===== src/rtl/fir_deconv.sv =====
// rtl/fir_deconv.sv - inverse FIR: rebuilds x from y with one MAC per cycle
// Single multiplier walks taps 1..3 after loading y into the accumulator.
module fir_deconv #(
    parameter int XW           = 8,
    parameter int YW           = 16,
    parameter int CW           = 8,
    parameter int signed H1    = 2,
    parameter int signed H2    = -1,
    parameter int signed H3    = 3,
    parameter int SHIFT        = 0,
    parameter int AW           = YW + XW + 4
) (
    input  logic                 clk,
    input  logic                 rst_n,
    input  logic                 hist_clr,
    input  logic                 in_valid,
    output logic                 in_ready,
    input  logic signed [YW-1:0] y_in,
    output logic                 out_valid,
    input  logic                 out_ready,
    output logic signed [XW-1:0] x_out,
    output logic                 sat
);

    typedef enum logic [1:0] {IDLE, MAC, OUT} state_t;

    localparam logic signed [CW-1:0] C1   = CW'(H1);
    localparam logic signed [CW-1:0] C2   = CW'(H2);
    localparam logic signed [CW-1:0] C3   = CW'(H3);
    localparam logic signed [AW-1:0] XMAX = AW'((1 <<< (XW - 1)) - 1);
    localparam logic signed [AW-1:0] XMIN = ~XMAX;

    state_t                 state_q;
    logic signed [AW-1:0]   acc_q;
    logic [1:0]             k_q;
    logic signed [XW-1:0]   x1_q, x2_q, x3_q;
    logic signed [XW-1:0]   x_out_q;
    logic                   sat_q;
    logic                   in_ready_q;
    logic                   out_valid_q;

    logic signed [CW-1:0]    coef;
    logic signed [XW-1:0]    xsel;
    logic signed [CW+XW-1:0] prod;
    logic signed [AW-1:0]    prod_ext;
    logic signed [AW-1:0]    acc_d;
    logic signed [AW-1:0]    r;
    logic signed [XW-1:0]    x_d;
    logic                    sat_d;

    always_comb begin
        coef = C1;
        xsel = x1_q;
        case (k_q)
            2'd2: begin coef = C2; xsel = x2_q; end
            2'd3: begin coef = C3; xsel = x3_q; end
            default: ;
        endcase
    end

    assign prod     = coef * xsel;
    assign prod_ext = {{(AW-CW-XW){prod[CW+XW-1]}}, prod};
    assign acc_d    = acc_q - prod_ext;
    assign r        = acc_d >>> SHIFT;

    // Clip to the x range; the clipped value is also what enters the history.
    always_comb begin
        x_d   = r[XW-1:0];
        sat_d = 1'b0;
        if (r > XMAX) begin
            x_d   = XMAX[XW-1:0];
            sat_d = 1'b1;
        end else if (r < XMIN) begin
            x_d   = XMIN[XW-1:0];
            sat_d = 1'b1;
        end
    end

    always_ff @(posedge clk) begin
        if (!rst_n) begin
            state_q     <= IDLE;
            acc_q       <= '0;
            k_q         <= 2'd0;
            x1_q        <= '0;
            x2_q        <= '0;
            x3_q        <= '0;
            x_out_q     <= '0;
            sat_q       <= 1'b0;
            in_ready_q  <= 1'b1;
            out_valid_q <= 1'b0;
        end else begin
            case (state_q)
                IDLE: begin
                    if (hist_clr) begin
                        x1_q <= '0;
                        x2_q <= '0;
                        x3_q <= '0;
                    end else if (in_valid) begin
                        acc_q      <= {{(AW-YW){y_in[YW-1]}}, y_in};
                        k_q        <= 2'd1;
                        in_ready_q <= 1'b0;
                        state_q    <= MAC;
                    end
                end
                MAC: begin
                    acc_q <= acc_d;
                    if (k_q == 2'd3) begin
                        k_q         <= 2'd0;
                        x_out_q     <= x_d;
                        sat_q       <= sat_d;
                        x1_q        <= x_d;
                        x2_q        <= x1_q;
                        x3_q        <= x2_q;
                        out_valid_q <= 1'b1;
                        state_q     <= OUT;
                    end else begin
                        k_q <= k_q + 2'd1;
                    end
                end
                OUT: begin
                    if (out_ready) begin
                        out_valid_q <= 1'b0;
                        in_ready_q  <= 1'b1;
                        state_q     <= IDLE;
                    end
                end
                default: state_q <= IDLE;
            endcase
        end
    end

    assign in_ready  = in_ready_q;
    assign out_valid = out_valid_q;
    assign x_out     = x_out_q;
    assign sat       = sat_q;

endmodule


===== config.mk =====
export PLATFORM = sky130hd
export DESIGN_NAME = fir_deconv
export DESIGN_NICKNAME = d
export VERILOG_FILES = /design/src/rtl/fir_deconv.sv
export SDC_FILE = /design/constraint.sdc
export NUM_CORES = 1
export LEC_CHECK = 0
export CORE_MARGIN = 2
export CORE_UTILIZATION = 23
export CTS_BUF_LIST = sky130_fd_sc_hd__clkbuf_16
export CTS_CLUSTER_SIZE = 12
export DETAILED_ROUTE_END_ITERATION = 12
export MAX_ROUTING_LAYER = met4
export RECOVER_POWER = 100
export SYNTH_ARGS = -nofsm -noshare
export SYNTH_HDL_FRONTEND = slang
export SYNTH_SLANG_ARGS = --single-unit

===== constraint.sdc =====
create_clock -name clk -period 9.4 [get_ports clk]
set_input_delay 0.94 -clock clk [delete_from_list [all_inputs] [get_ports clk]]
set_output_delay 0.94 -clock clk [all_outputs]
set_load 0.05 [all_outputs]

# Word-level counts from Yosys, hierarchy flattened
# Index checks and enable logic that the tools add are counted.
dict set report word_totals {
  reg_bits 67
  out_inout_bits 11
  wordCells 64
}
dict set report classes {
  addsub 2
  multipliers 1
  magnitude_cmp 2
  eq_ne 9
  n_mux 30
  reduce_logical 10
}
# op count
set op_table {}
lappend op_table {{one-hot mux 8 bit (2 select lines)} 5}
lappend op_table {{two-way mux 28 bit} 2}
lappend op_table {{one-hot mux 28 bit (2 select lines)} 1}
lappend op_table {{two-way mux 8 bit} 6}
lappend op_table {{greater-than comparator 28 x 8 -> 1 bit (second input constant)} 1}
lappend op_table {{< comparator 28 x 8 -> 1 bit (second input constant)} 1}
lappend op_table {{subtractor 28 x 16 -> 28 bit} 1}
lappend op_table {{multiplier 8 x 8 -> 16 bit} 1}
lappend op_table {{two-way mux 2 bit} 5}
lappend op_table {{!= test 2 bit (second input constant)} 5}
lappend op_table {{AND reduction 3 bit} 3}
lappend op_table {{AND reduction 4 bit} 2}
lappend op_table {{two-way mux 1 bit} 7}
lappend op_table {{== test 2 bit (second input constant)} 3}
lappend op_table {{one-hot mux 2 bit (3 select lines)} 1}
lappend op_table {{nonzero test 2 bit} 3}
lappend op_table {{one-hot mux 1 bit (2 select lines)} 2}
lappend op_table {{one-hot mux 2 bit (2 select lines)} 1}
lappend op_table {{adder 2 x 1 -> 2 bit (second input constant)} 1}
lappend op_table {{== test 2 x 1 -> 1 bit (second input constant)} 1}
lappend op_table {{logical NOT 2 bit} 1}
lappend op_table {{AND reduction 2 bit} 1}

# Depth between registers and ports, before layout
# Gate-level depths: netlist (run 1).
dict set report logic_depth {
  word_depth 9
  depth_mapped 29
}

# Least setup slack after synthesis (run 1)
# Ideal clock, no wire load.
dict set report synth_timing {
  kind {reg2reg}
  start {reg k_q[0]}
  end {reg x1_q[1]}
  setup_ns 0.126
  arrival_ns 7.095
  required_ns 9.274
  slack_ns 2.178
  stages_incl_launch_ff 25
  path_cell_list {dfxtp_1 -> ha_1 -> clkbuf_1 -> a22o_1 -> nand2_1 -> inv_1 -> fa_1 -> inv_1 -> fa_1 -> inv_1 -> fa_1 -> fa_1 -> inv_1 -> fa_1 -> ha_1 -> a21oi_1 -> o21ai_1 -> o21a_1 -> or3_4 -> xor2_2 -> nor4_2 -> nand4_1 -> o31ai_4 -> buf_6 -> nand4_1}
}
dict set report synth_via {
  elab_chain_len 9
  word_cells_on_any_way 14
  cone_classes {add/sub: 1; mul: 1; order compare: 2; eq/ne: 3; mux: 6; reduce/logical: 1}
}
# item line
set synth_rtl {}
lappend synth_rtl {{start: declaration} 35} ;# logic [1:0] k_q;
lappend synth_rtl {{start signal: assignment} 117} ;# k_q <= k_q + 2'd1;
lappend synth_rtl {{== test 2 bit (on tied branches)} {54, 107}}
lappend synth_rtl {{one-hot mux 8 bit (2 select lines)} 54} ;# case (k_q)
lappend synth_rtl {{multiplier 8 x 8 -> 16 bit} 61} ;# assign prod = coef * xsel;
lappend synth_rtl {{subtractor 28 x 16 -> 28 bit} 63} ;# assign acc_d = acc_q - prod_ext;
lappend synth_rtl {{< comparator 28 x 8 -> 1 bit} 73} ;# end else if (r < XMIN) begin
lappend synth_rtl {{two-way mux 8 bit} 73}
lappend synth_rtl {{two-way mux 8 bit} 70} ;# if (r > XMAX) begin
lappend synth_rtl {{two-way mux 8 bit} 107} ;# if (k_q == 2'd3) begin
lappend synth_rtl {{one-hot mux 8 bit (2 select lines)} 92} ;# case (state_q)
lappend synth_rtl {{end signal: assignment} 84} ;# x1_q <= '0;
lappend synth_rtl {{end signal: assignment} 95} ;# x1_q <= '0;
lappend synth_rtl {{end signal: assignment} 111} ;# x1_q <= x_d;
lappend synth_rtl {{end: declaration} 36} ;# logic signed [XW-1:0] x1_q, x2_q, x3_q;
# Parallel ways exist; a longest one is shown, timed or not. The select of a mux whose other input is x is not followed.
# A chain may end at the register's enable or synchronous reset.

# Worst setup path after layout (run 1)
dict set report layout_timing {
  start {reg k_q[0]}
  end {reg sat_q (netlist: sat)}
}
dict set report layout_via {
  elab_chain_len 7
  word_cells_on_any_way 11
  cone_classes {add/sub: 1; mul: 1; order compare: 2; eq/ne: 2; mux: 4; reduce/logical: 1}
}
# item line
set layout_rtl {}
lappend layout_rtl {{== test 2 bit (on tied branches)} {54, 107}}
lappend layout_rtl {{one-hot mux 8 bit (2 select lines)} 54}
lappend layout_rtl {{multiplier 8 x 8 -> 16 bit} 61}
lappend layout_rtl {{subtractor 28 x 16 -> 28 bit} 63}
lappend layout_rtl {{< comparator 28 x 8 -> 1 bit} 73}
lappend layout_rtl {{two-way mux 1 bit} 73}
lappend layout_rtl {{two-way mux 1 bit} 70}
lappend layout_rtl {{end signal: assignment} 110} ;# sat_q <= sat_d;
lappend layout_rtl {{end: declaration} 38} ;# logic sat_q;
# Parallel ways exist; a longest one is shown, timed or not.

==> results.py, run 1 <==
metrics = {
    "clock_network": {
        "cts_buffer_depth": 2,
        "cts-resized-gates": 0,
        "htreeDepth": 3,
        "cts_tree": "yes",
        "cts_sinks": 67,
        "clockRootBuffer": "clkbuf_16",
        "numCtsBuffers": 9,
        "clkTransAtPathRegs_ps": 60,
        "cts_setup_buffers": 0,
        "insertion_delay_ps": 360,
        "cts_hold_buffers": 0,
    },
    "floorplanning": {
        "coreArea_sq_um": 27900,
        "initial_core_util": 0.234,
        "dieWidth_um": 173,
        "pin_count": 32,
        "die_area_sq_um": 29800,
        "row_count": 61,
        "die_h_um": 173,
    },
    "route": {
        "drc": 0,
        "wl_um": 17700,
        "dr_total_vias": 5657,
        "initialDrtViolationCount": 341,
        "viasPerCell": 4.75,
        "wire_per_inst_um": 14.9,
        "antenna_left": 0,
        "drtPass1Iterations": 5,
    },
    "timing": {
        "drv_slew": 58,
        "clock_skew_ps": 6.75,
        "slew_headroom": -0.610,
        "final-setup-viol-count": 0,
        "hold_viol_final": 0,
        "rsz0062_at_grt": "false",
        "tns_ps": 0,
        "hold_ws_ps": 464,
        "timing.final.crit_share": 0.902,
        "worstMarginPinSlew_ps": 2410,
        "fmax_mhz": 118,
        "finalCriticalPeriod_ps": 8480,
    },
    "power_and_ir_drop": {
        "p_clk_frac": 0.315,
        "peakVddDrop_mv": 0.0921,
        "leakage_uw": 0.00315,
        "sequentialPowerShare": 0.280,
        "p_total_uw": 1100,
        "intPower_uw": 660,
        "p_sw_frac": 0.399,
        "p_comb_frac": 0.405,
        "powerDensity_nw_per_um2": 149,
        "power.switching_uw": 439,
    },
    "finish": {
        "drive_above_1_share": 0.0492,
        "stdcell_count": 1191,
        "nNetsFinal": 927,
        "diodes": 0,
        "fill_cells": 3027,
        "final_util": 0.266,
        "syn_to_final_growth_pct": 13.2,
    },
    "synthesis": {
        "syn-num-nets": 922,
        "syn-cell-area_sq_um": 6530,
        "synth_edf_count": 0,
        "yosys_register_bits": 67,
        "ys_dominant_reg_cell": "dfxtp_1",
        "synthCells": 803,
        "synth_top_area_cell": "dfxtp_1",
        "synthDistinctLibCells": 73,
        "synth_top_area_frac": 0.205,
        "synth_area_per_cell_sq_um": 8.14,
        "seq_area_frac_synth": 0.205,
        "synth_warnings": 0,
        "synthTopCellsByArea": "dfxtp_1, fa_1, ha_1",
        "async_flop_share": 0,
    },
    "place": {
        "port_buffers": 31,
        "dp_hpwl_um": 13700,
        "place_inst": 1175,
        "place_congestion": 0.922,
    },
    "grt": {
        "overflow": 0,
        "grt_pass1_vias": 5640,
        "antenna_found_initial": 0,
        "grt.total_usage": 0.123,
        "grt_max_degree": 58,
        "grt_pass1_wl_um": 28800,
    },
    "critical_path": {
        "reg2reg_to": "sat",
        "r2r_slack_ps": 920,
        "cp.arrival_ps": 8690,
        "end_kind": "flop",
        "required_ps": 9610,
        "cp_max_fo": 20,
        "critPathLaunchType": "flop",
        "path_class": "reg -> reg",
        "rr_startpoint": "k_q[0]",
        "ff2ff_path_depth": 23,
    },
    "run_status": {
        "violations": "capacitance limit, slew limit",
        "status": "finished with violations",
    },
    "min_path": {
        "whs_path_depth": 2,
        "hold_class": "reg -> reg",
        "holdCritStartpoint": "acc_q[2]",
        "min_to": "acc_q[2]",
    },
    "job": {
        "maxCapViolCount": 1,
    },
}
worst max-delay path by stage:
stage	startpoint	endpoint	slack, ps	cells after the start
after floorplan	k_q[0]	x1_q[1]	2180	24
after global placement	k_q[0]	sat	1400	23
after detailed placement	k_q[0]	sat	1200	23
after CTS	k_q[0]	sat	1180	23
after global routing	k_q[0]	x1_q[6]	430	23
final	k_q[0]	sat	920	23
critical path, stage by stage, from the launching register on:
cell and delay [ps]:
dfxtp_1 320, ha_1 450, a22oi_1 430, inv_1 150
nand2_1 130, inv_1 90, fa_1 700, inv_1 110
fa_1 640, inv_1 80, fa_1 490, fa_1 450
inv_1 600, fa_1 540, ha_1 390, a21oi_1 220
o21ai_0 250, o21a_1 260, or3_1 430, xor2_1 310
nand4b_1 160, nor4_2 760, a311o_1 290, nand3_1 70
layer usage:
metal	part of all wire	track usage	up-vias
met5	0	-	-
met4	0.018	0.0363	0
met3	0.044	0.0237	25
met2	0.47	0.198	129
met1	0.47	0.157	2706
li1	-	-	2797
registers in the layout, summed over array words and instances (netlist names):
name	count
acc_q	28
x3_q	8
sat	1
in_ready	1
k_q	2
x_out	8
out_valid	1
state_q	2
x2_q	8
x1_q	8
cells in the final DEF, fill, tap and decap left out, types with 19 or more instances in the layout:
| cell | count |
|---|---|
| nand2_1 | 104 |
| inv_1 | 86 |
| dfxtp_1 | 67 |
| a21oi_1 | 65 |
| ha_1 | 51 |
| fa_1 | 47 |
| o21ai_0 | 41 |
| nand3_1 | 40 |
| a21boi_0 | 30 |
| nor2_1 | 27 |
| nand4_1 | 27 |
| clkdlybuf4s50_1 | 19 |
Yosys cell counts, types with 4 or more instances:
library cell  instances
nand2_1             104
o21ai_1               5
fa_1                 47
a22oi_1               4
clkbuf_1             32
nor2b_1               5
a22o_1                5
and3_1               10
xnor2_1              15
o211a_1               5
a21o_1               11
o21bai_1              6
nor3_1               10
mux2i_1               7
dfxtp_1              67
nand3_1              40
a21oi_1              63
nor2_1               28
o221ai_1              8
o21ai_0              39
inv_1                85
or3_1                 6
nand2b_1              5
and2_1                4
xor2_1               15
nand4_1              27
ha_1                 51
a21boi_0             29
o21a_1                5
a211oi_1              5
stage by stage:
step / setup WS [ps] / instance area (sq um)
floorplan: 2180 / 6530
global placement: 1400 / 7170
detailed placement: 1200 / 7170
CTS: 1180 / 7460
global route: 431 / 7400
finish: 918 / 7400
cells by family after synthesis:
logic type	Yosys count	synth area share
fa+ha+maj	98	0.242
xor+xnor	32	0.0452
simple gates	260	0.198
mux	9	0.0146
flops	67	0.205
compound gates	208	0.216
buf+inv	129	0.0789
power by group through the flow:
stage | Clock, uW | Sequential (uW) | Combinational (uW)
3_5_place_dp | 0 | 314 | 447
5_1_grt | 364 | 310 | 488
6_report | 346 | 308 | 444
3_3_place_gp | 0 | 314 | 445
4_1_cts | 352 | 308 | 450
2_1_floorplan | 0 | 314 | 337
cell type report:
type	instances	area [sq um]	area share
clock inverter	7	68.8	0.00930
sequential	67	1340	0.181
clock buffer	9	225	0.0304
tap	378	473	0.0639
multi-input combinational	607	4620	0.624
inverter	86	323	0.0436
timing repair buffer	37	349	0.0472
Note: power is estimated with default switching activity, not from simulation.
==> inputs of run 2 (changes only) <==
--- a/config.mk
+++ b/config.mk
@@ -5,12 +5,15 @@
 export SDC_FILE = /design/constraint.sdc
 export NUM_CORES = 1
 export LEC_CHECK = 0
+export CELL_PAD_IN_SITES_DETAIL_PLACEMENT = 1
+export CELL_PAD_IN_SITES_GLOBAL_PLACEMENT = 2
 export CORE_MARGIN = 2
 export CORE_UTILIZATION = 23
 export CTS_BUF_LIST = sky130_fd_sc_hd__clkbuf_16
 export CTS_CLUSTER_SIZE = 12
 export DETAILED_ROUTE_END_ITERATION = 12
 export MAX_ROUTING_LAYER = met4
+export PLACE_DENSITY_LB_ADDON = 0.1
 export RECOVER_POWER = 100
 export SYNTH_ARGS = -nofsm -noshare
 export SYNTH_HDL_FRONTEND = slang
==> constraint.sdc (replaced) <==
create_clock -name clk -period 9.77 [get_ports clk]
set_input_delay 0.977 -clock clk [delete_from_list [all_inputs] [get_ports clk]]
set_output_delay 0.977 -clock clk [all_outputs]
set_load 0.05 [all_outputs]
==> run 2 against run 1 <==
Compared with the run above:
- core utilization is 0.081 points higher
- total power grew 3.4%
- count of clock-buffer cells in the layout did not move
- the flow still finishes with violations (capacitance limit, slew limit)
==> results.py, run 2 (synthesized netlist as in run 1, its figures left out) <==
metrics = {
    "route": {
        "drtPass1Iterations": 4,
        "wire_per_inst_um": 19.4,
        "wl_um": 23000,
        "antenna_left": 0,
        "drc": 0,
        "viasPerCell": 4.77,
        "dr_total_vias": 5680,
        "initialDrtViolationCount": 246,
    },
    "critical_path": {
        "critPathLaunchType": "flop",
        "required_ps": 9970,
        "end_kind": "flop",
        "cp.arrival_ps": 9070,
        "cp_max_fo": 20,
        "path_class": "reg -> reg",
    },
    "power_and_ir_drop": {
        "peakVddDrop_mv": 0.0859,
        "leakage_uw": 0.00315,
        "powerDensity_nw_per_um2": 153,
    },
    "finish": {
        "layout_common_cells": "nand2_1, inv_1, dfxtp_1",
        "syn_to_final_growth_pct": 13.6,
        "regMostFlops": "acc_q",
        "final_util": 0.266,
        "fill_cells": 3306,
        "drive_above_1_share": 0.0480,
        "diodes": 0,
        "layout_commonest_cell": "nand2_1",
        "nNetsFinal": 926,
        "largest_reg_flops": 28,
    },
    "clock_network": {
        "cts_setup_buffers": 0,
        "numCtsBuffers": 9,
        "cts_sinks": 67,
        "clockRootBuffer": "clkbuf_16",
        "cts_hold_buffers": 0,
        "insertion_delay_ps": 360,
        "clkTransAtPathRegs_ps": 70,
        "htreeDepth": 3,
        "cts_tree": "yes",
        "cts_buffer_depth": 2,
        "cts-resized-gates": 0,
    },
    "grt": {
        "grt_pass1_vias": 6211,
        "overflow": 0,
        "grt_pass1_wl_um": 36700,
        "grt.total_usage": 0.163,
        "grt_max_degree": 58,
        "antenna_found_initial": 0,
    },
    "timing": {
        "fmax_mhz": 113,
        "rsz0062_at_grt": "false",
        "clock_skew_ps": 19.1,
        "hold_viol_final": 0,
        "drv_slew": 84,
        "final-setup-viol-count": 0,
        "slew_headroom": -0.661,
        "finalCriticalPeriod_ps": 8870,
        "worstMarginPinSlew_ps": 2490,
        "timing.final.crit_share": 0.908,
        "tns_ps": 0,
    },
    "floorplanning": {
        "die_area_sq_um": 29800,
        "pin_count": 32,
        "initial_core_util": 0.234,
        "dieWidth_um": 173,
        "coreArea_sq_um": 27900,
        "row_count": 61,
        "die_h_um": 173,
    },
    "place": {
        "place_congestion": 0.868,
        "port_buffers": 31,
        "dp_hpwl_um": 18300,
    },
    "run_status": {
        "violations": "capacitance limit, slew limit",
        "status": "finished with violations",
    },
    "min_path": {
        "hold_class": "reg -> reg",
    },
    "job": {
        "maxCapViolCount": 3,
    },
}
-- run 2: final timing paths --
check | startpoint | end | slack, ps | depth (start not counted)
worst min-delay path | x_out[7] | x_out[7] | 470 | 2
worst max register to register | k_q[0] | sat | 900 | 23
worst max-delay path | k_q[0] | sat | 900 | 23
worst min register to register | x_out[7] | x_out[7] | 470 | 2
-- run 2: area by class of cell --
class	instances	area, sq um	share of cell area
tap	378	473	0.0637
clock buffer	9	225	0.0304
inverter	86	323	0.0435
clock inverter	7	105	0.0142
timing repair buffer	36	335	0.0452
multi-input combinational	607	4620	0.622
sequential	67	1340	0.181
-- run 2: critical path: stages, from the launching register on --
cell and delay [ps]:
dfxtp_1 330, ha_1 530, a22oi_1 450, inv_1 150, nand2_1 140, inv_1 100
fa_1 710, inv_1 110, fa_1 650, inv_1 100, fa_1 530, fa_1 450
inv_1 550, fa_1 540, ha_1 400, a21oi_1 260, o21ai_1 240, o21a_1 240
or3_4 420, xor2_1 460, nand4b_1 190, nor4_2 800, a311o_1 290, nand3_1 70
-- run 2: per-layer routing --
layer	track usage	part of all wire	vias to the layer above
met5	-	0	-
met4	0.0431	0.018	0
met3	0.0154	0.012	23
met2	0.273	0.49	45
met1	0.211	0.48	2825
li1	-	-	2787
-- run 2: stage by stage --
| step | setup slack, ps | instances | hold WS (ps) | total power (uW) | cell area (sq um) |
|---|---|---|---|---|---|
| after CTS | 962 | 1190 | 469 | 1170 | 7500 |
| after detailed placement | 982 | 1174 | 459 | 774 | 7170 |
| after global routing | 254 | 1190 | 486 | 1210 | 7420 |
| final | 901 | 1190 | 466 | 1140 | 7420 |
| after global placement | 1200 | 1174 | 456 | 770 | 7170 |
| after floorplan | 2550 | 803 | 441 | 626 | 6530 |
-- run 2: report_power, final --
part / switching [uW] / internal, uW
clock network: 155 / 229
registers: 11.2 / 286
logic: 303 / 152
